[src/rtl/run_length_detector.sv]
// Serial run detector: flags RUN_LEN consecutive TARGET samples.
// Mealy/Moore output, overlap option, live run and hit counters.
module run_length_detector #(
    parameter int unsigned RUN_LEN = 3,
    parameter int unsigned CNT_W   = 4,
    parameter int unsigned HIT_W   = 16,
    parameter bit          TARGET  = 1'b0,
    parameter bit          MEALY   = 1'b1,
    parameter bit          OVERLAP = 1'b1
) (
    input  logic             clk,
    input  logic             rst,
    input  logic             en,
    input  logic             x,
    input  logic             clr_hits,
    output logic             y,
    output logic [CNT_W-1:0] run_cnt,
    output logic [HIT_W-1:0] hit_cnt
);

    localparam logic [CNT_W-1:0] LEN    = CNT_W'(RUN_LEN);
    localparam logic [CNT_W-1:0] LEN_M1 = CNT_W'(RUN_LEN - 1);
    localparam logic [HIT_W-1:0] HIT_MX = '1;

    if (RUN_LEN < 1 || RUN_LEN >= (2 ** CNT_W)) begin : g_bad_len
        $error("run_length_detector: RUN_LEN out of range");
    end

    logic             is_tgt;
    logic             det;
    logic [CNT_W-1:0] run_nxt;
    logic [HIT_W-1:0] hit_nxt;

    always_comb begin
        is_tgt = (x == TARGET);
        det    = en & is_tgt & (run_cnt >= LEN_M1) & ~rst;
    end

    // Overlap saturates at RUN_LEN; non-overlap restarts on each hit.
    always_comb begin
        run_nxt = run_cnt;
        if (en) begin
            if (!is_tgt) begin
                run_nxt = '0;
            end else if (OVERLAP) begin
                run_nxt = (run_cnt >= LEN) ? LEN
                                           : run_cnt + CNT_W'(1);
            end else begin
                run_nxt = det ? '0 : run_cnt + CNT_W'(1);
            end
        end
    end

    // Clear takes effect before the increment of the same edge.
    always_comb begin
        hit_nxt = hit_cnt;
        if (clr_hits) begin
            hit_nxt = det ? HIT_W'(1) : '0;
        end else if (det && hit_cnt != HIT_MX) begin
            hit_nxt = hit_cnt + HIT_W'(1);
        end
    end

    always_ff @(posedge clk) begin
        if (rst) begin
            run_cnt <= '0;
            hit_cnt <= '0;
        end else begin
            run_cnt <= run_nxt;
            hit_cnt <= hit_nxt;
        end
    end

    if (MEALY) begin : g_mealy
        assign y = det;
    end else begin : g_moore
        logic y_q;
        always_ff @(posedge clk) begin
            if (rst) begin
                y_q <= 1'b0;
            end else begin
                y_q <= det;
            end
        end
        assign y = y_q;
    end

endmodule
[config.mk]
export PLATFORM = sky130hd
export DESIGN_NAME = run_length_detector
export DESIGN_NICKNAME = d
export VERILOG_FILES = /design/src/rtl/run_length_detector.sv
export SDC_FILE = /design/constraint.sdc
export NUM_CORES = 1
export LEC_CHECK = 0
export ABC_AREA = 1
export CAP_MARGIN = 5
export CORE_ASPECT_RATIO = 0.7
export CORE_MARGIN = 2
export CORE_UTILIZATION = 35
export DETAILED_ROUTE_END_ITERATION = 12
export GPL_TIMING_DRIVEN = 1
export SLEW_MARGIN = 25
export SYNTH_ARGS = -nofsm -noshare
export SYNTH_HDL_FRONTEND = slang
export SYNTH_SLANG_ARGS = --single-unit
[constraint.sdc]
create_clock -name clk -period 1.2 [get_ports clk]
set_input_delay 0.18 -clock clk [delete_from_list [all_inputs] [get_ports clk]]
set_output_delay 0.18 -clock clk [all_outputs]
set_load 0.02 [all_outputs]
==> results of run 1 <==
[layer usage]
layer / routed length, microns / vias to the layer above / global-route usage [%]
met2: 1560 / 30 / 30.4
met5: 0 / - / 0
met4: 23 / 0 / 4.72
li1: - / 691 / -
met1: 1600 / 609 / 25.3
met3: 155 / 3 / 5.13
[power breakdown]
| part | internal [mW] | leakage [nW] | switching (mW) | total (mW) |
|---|---|---|---|---|
| clock | 0.224 | 0.0216 | 0.225 | 0.450 |
| combinational | 0.0527 | 0.759 | 0.0523 | 0.105 |
| sequential | 0.660 | 0.168 | 0.00339 | 0.663 |
[path summary, 6_finish.rpt]
kind | startpoint | end | depth (start not counted)
setup / recovery | run_cnt[0]$_SDFFE_PP0P_ | y | 7
hold / removal | en | run_cnt[2]$_SDFFE_PP0P_ | 2
setup reg to reg | hit_cnt[0]$_SDFFE_PP0P_ | hit_cnt[15]$_SDFFE_PP0P_ | 9
hold reg to reg | hit_cnt[9]$_SDFFE_PP0P_ | hit_cnt[9]$_SDFFE_PP0P_ | 3
[through the flow]
step	TNS (ns)	worst slack, ns	power (mW)
final	-2.76	-0.191	1.22
after floorplan	-2.32	-0.153	0.718
after detailed placement	-7.15	-0.585	0.769
after global placement	-6.86	-0.583	0.766
after CTS	-3.00	-0.232	1.23
after global routing	-3.82	-0.271	1.27
[timing repair]
action                     in CTS  in global routing
gates resized for setup        68                 45
pin swaps                      11                  9
buffers inserted                6                  3
cloned                          2                  0
setup endpoints to repair      37                 29
[placed cells by master, fill, tap and decap left out, types with 2 or more instances in the layout]
cell type        instances
nand3_2                 10
buf_4                   34
nand3_4                  4
buf_2                    2
nand2_1                 36
nand2_4                  3
o21ai_0                  2
a21oi_2                  5
clkbuf_2                 4
nor2_4                   4
inv_1                   20
dlygate4sd2_1           10
nor2_1                  35
nand2_2                  7
inv_4                    3
inv_2                    2
dfxtp_4                  4
nand3_1                  5
clkdlybuf4s50_1          3
nand2_8                  2
ha_4                     2
dfxtp_2                  8
buf_12                   2
dfxtp_1                  8
nor2_2                   8
buf_6                    4
clkdlybuf4s15_2          2
clkbuf_8                 3
[final cells by class]
cell class                      count  area, sq um  area share (%)
Sequential cell                    20          425            20.9
Clock buffer                        3         41.3            2.02
Timing Repair Buffer               64          558            27.4
Tap cell                           38         47.5            2.33
Inverter                           26          118            5.77
Multi-Input combinational cell    131          850            41.7
[flip-flops by register name, indices dropped and copies added (netlist names)]
signal   flops
run_cnt      4
hit_cnt     16
[worst max-delay path, cell delays in order, from the launching register on]
cell and delay [ns]:
dfxtp_4 0.36, inv_4 0.04, ha_4 0.15, nor2_4 0.08, nand2_2 0.07, nand2_4 0.09, inv_4 0.05, buf_6 0.12
[logic make-up after synthesis]
kind of cell	share of synthesized area (%)
simple gates	44.4
buf+inv	11.6
flops	36.0
fa+ha+maj	3.37
compound gates	4.61
==> impl_metrics.toml, run 1 <==
[placed_design]
place_area_sq_um = 1710
dp_cells = 268
numPortBuffers = 25
dp_hpwl_mm = 2.26
gp_congestion = 0.801

[timing]
hold_viol = 0
fin_hold_ws_ns = 0.125
setup_violations = 17
worst_slack_ns = -0.191
rsz0062_at_grt = "true"
period_minus_slack_ns = 1.39
period_share_pct = 116
skew_ns = 0.00187
final_max_slew_viol_count = 0
worst_slew_pin_slew_ns = 0.214
relSlewSlack_pct = 85.7
fmax_ghz = 0.719

[synthesis]
synth.most_common_cell = "nand2_1"
synth_cells = 179
synth_edf_count = 0
syn_area_per_cell_sq_um = 6.21
synth_top_area_share_pct = 36.0
synth.area.top_cells = "dfxtp_1, nand2_1, nor2_1"
synth_area_sq_um = 1110
yosysWarningCount = 0
synth_seq_cells = 20
ys_seq_area_share_pct = 36.0
async_reset_ff_share_pct = 0
synthTopCellsByCount = "nand2_1, nor2_1, inv_1"
yosys.area.top_type = "dfxtp_1"
yosysUniqueCellTypes = 19
synth_ff_type = "dfxtp_1"
syn_nets = 187

[cts]
clk_latency_ns = 0.26
clk_pin_slew_worst_paths_ns = 0.07
cts_made_buffers = 3
cts_tree = "done"
cts.sinks = 20
cts_buffer_depth = 2
cts_hold_buf = 0
cts_root_buf = "clkbuf_8"
htreeDepth = 1

[route]
vias = 1333
post_drt_wl_per_cell_microns = 11.8
drt_wl_total_mm = 3.34
drt_iter0_drc = 45
drtPass1Iterations = 4
vias_per_cell = 4.73
ant_nets = 0
drc_errors = 0

[die]
die_area_sq_um = 3650
die_y_microns = 51.2
io_pins = 26
start_util_pct = 36.1
rows = 17
die_x_microns = 71.4
core_sq_um = 3080

[grt]
grt_pass1_vias = 1206
grtUsageTotal_pct = 18.9
grt_max_degree = 11
antenna_found_initial = 0
grt_overflow = 0
grt_pass1_wl_mm = 5.35

[hold_path]
hold_class = "input pin to flip-flop"

[power_and_ir_drop]
vdd_drop_max_uv = 353
leakagePower_nw = 0.949
p_per_area_nw_per_um2 = 597

[final_layout]
instances_no_fill = 282
drive_gt1_share_pct = 48.4
utilization_pct = 66.1
fin_area_sq_um = 2040
n_fill_cell = 258
fin_nets = 254
syn2layout_area_growth_pct = 83.4
diodes = 0

[setup_path]
crit_type = "flip-flop to output pin"
cp_max_fo = 2
endpoint_kind = "output pin"
critPathRequiredTime_ns = 1.02
cp-start-kind = "flip-flop"
crit_arrival_ns = 1.21
r2r_slack_ns = -0.18

[job]
maxCapViolCount = 0

[status]
violations = "setup timing"
status = "complete, but fails checks"
(Power assumes the default switching activity.)
==> run 2: changes to the inputs <==
SKIP_CTS_REPAIR_TIMING = 1   (was default)
==> run 2 against run 1 <==
Effect of this change:
- the run still ends with setup timing left
- highest routed layer unchanged
- setup slack got worse by 0.063 ns
- power is essentially flat
- via count up 0.23%
- critical endpoint unchanged
- clock power hardly changed
- global-route usage shrank 2.0 points
- critical path type unchanged
==> impl_metrics.toml, run 2 (same netlist as run 1, synthesis figures left out) <==
[final_layout]
largest_reg_flops = 16
fin_area_sq_um = 2130
mostFrequentLayoutCells = "nor2_1, nand2_1, buf_4, inv_1, dlymetal6s2s_1"
fin_nets = 249
diodes = 0
regMostFlops = "hit_cnt"
layout_commonest_cell = "nor2_1"
top_regs = "hit_cnt (16), run_cnt (4)"
syn2layout_area_growth_pct = 91.6
drive_gt1_share_pct = 43.9

[route]
drtPass1Iterations = 4
drt_wl_total_mm = 3.44
post_drt_wl_per_cell_microns = 12.4
drt_iter0_drc = 54
vias_per_cell = 4.82
drc_errors = 0
ant_nets = 0
vias = 1336

[power_and_ir_drop]
power_frac_seq_pct = 54.5
switching_power_uw = 280
combPwrFrac_pct = 8.7
power_frac_clock_pct = 36.8
leakagePower_nw = 1.23
vdd_drop_max_uv = 362
p_total_mw = 1.22
p_int_uw = 937
swShare_pct = 23.0
p_per_area_nw_per_um2 = 571

[grt]
grt_overflow = 0
grt_pass1_vias = 1136
grt_max_degree = 13
grt_pass1_wl_mm = 4.82
antenna_found_initial = 0
grtUsageTotal_pct = 17.0

[placed_design]
gp_congestion = 0.801
numPortBuffers = 25
place_area_sq_um = 1710
dp_hpwl_mm = 2.26

[timing]
hold_viol = 0
setup_violations = 18
worst_slack_ns = -0.254
finalSetupTns_ns = -3.14
skew_ns = 0.00291
period_minus_slack_ns = 1.45
worst_slew_pin_slew_ns = 0.281
final_max_slew_viol_count = 0
relSlewSlack_pct = 81.1
period_share_pct = 121
fin_hold_ws_ns = 0.124
rsz0062_at_grt = "true"
fmax_ghz = 0.688

[die]
core_sq_um = 3080
rows = 17
start_util_pct = 36.1
die_x_microns = 71.4
die_y_microns = 51.2
die_area_sq_um = 3650
io_pins = 26

[job]
maxCapViolCount = 0

[cts]
clk_latency_ns = 0.26
cts_buffer_depth = 2
cts_made_buffers = 3
cts_root_buf = "clkbuf_8"
cts.sinks = 20
htreeDepth = 1
clk_pin_slew_worst_paths_ns = 0.07
cts_tree = "done"

[setup_path]
regToRegEndpoint = "hit_cnt[11]$_SDFFE_PP0P_"
crit_end = "y"
cp_max_fo = 3
endpoint_kind = "output pin"
r2r_slack_ns = -0.25
startpoint = "run_cnt[0]$_SDFFE_PP0P_"
regToRegStartpoint = "hit_cnt[1]$_SDFFE_PP0P_"
critPathRequiredTime_ns = 1.02
crit_type = "flip-flop to output pin"
crit_arrival_ns = 1.27
cp-start-kind = "flip-flop"
r2r_cells = 9

[status]
status = "complete, but fails checks"
violations = "setup timing"

[hold_path]
hold_class = "input pin to flip-flop"
-- run 2: cell count changes in the layout (fill, tap and decap cells not counted), sizes merged --
cell           change
inv                +1
clkdlybuf4s15      -3
dlygate4sd2       -10
dlymetal6s2s      +19
clkbuf             -2
clkinv             -1
buf                -9
-- run 2: cell type report --
cell class,count,area [sq um]
fillers,233,953
multi-input cells,131,901
repair buffers,59,609
flip-flops and latches,20,422
inverters,26,110
well taps,38,47.5
clock buffers,3,41.3
-- run 2: stage by stage --
stage	setup WS [ns]	util [%]	instances
2_1_floorplan	-0.153	-	179
3_5_place_dp	-0.585	55.5	268
4_1_cts	-0.674	56.8	271
5_1_grt	-0.312	69.1	277
3_3_place_gp	-0.583	55.5	268
6_report	-0.254	69.1	277
-- run 2: power by group through the flow --
| stage | clock [mW] | sequential (mW) | combinational, mW |
|---|---|---|---|
| after floorplan | 0 | 0.683 | 0.0354 |
| after global placement | 0 | 0.678 | 0.0883 |
| after detailed placement | 0 | 0.678 | 0.0909 |
| after CTS | 0.468 | 0.662 | 0.0911 |
| after global routing | 0.491 | 0.663 | 0.115 |
| final | 0.447 | 0.663 | 0.106 |
-- run 2: metal layers --
| metal | global-route usage, % | wire length [microns] | vias up |
|---|---|---|---|
| li1 | - | - | 681 |
| met1 | 22.1 | 1560 | 607 |
| met2 | 27.8 | 1600 | 39 |
| met3 | 5.13 | 216 | 9 |
| met4 | 3.77 | 63 | 0 |
| met5 | 0 | 0 | - |
-- run 2: worst min-delay path by stage --
stage	startpoint	to	slack, ns	cells after the start
6_report	en	run_cnt[2]$_SDFFE_PP0P_	0.12	2
3_5_place_dp	hit_cnt[1]$_SDFFE_PP0P_	hit_cnt[1]$_SDFFE_PP0P_	0.53	2
4_1_cts	en	run_cnt[2]$_SDFFE_PP0P_	0.48	2
5_1_grt	en	run_cnt[2]$_SDFFE_PP0P_	0.13	2
3_3_place_gp	hit_cnt[1]$_SDFFE_PP0P_	hit_cnt[1]$_SDFFE_PP0P_	0.53	2
2_1_floorplan	rst	run_cnt[3]$_SDFFE_PP0P_	0.25	1
-- run 2: worst max-delay path: stages (launching register included) --
cell	delay [ns]
dfxtp_4	0.36
inv_4	0.04
ha_4	0.15
nor2_4	0.10
nand2_2	0.07
nand2_4	0.09
inv_4	0.05
buf_2	0.15
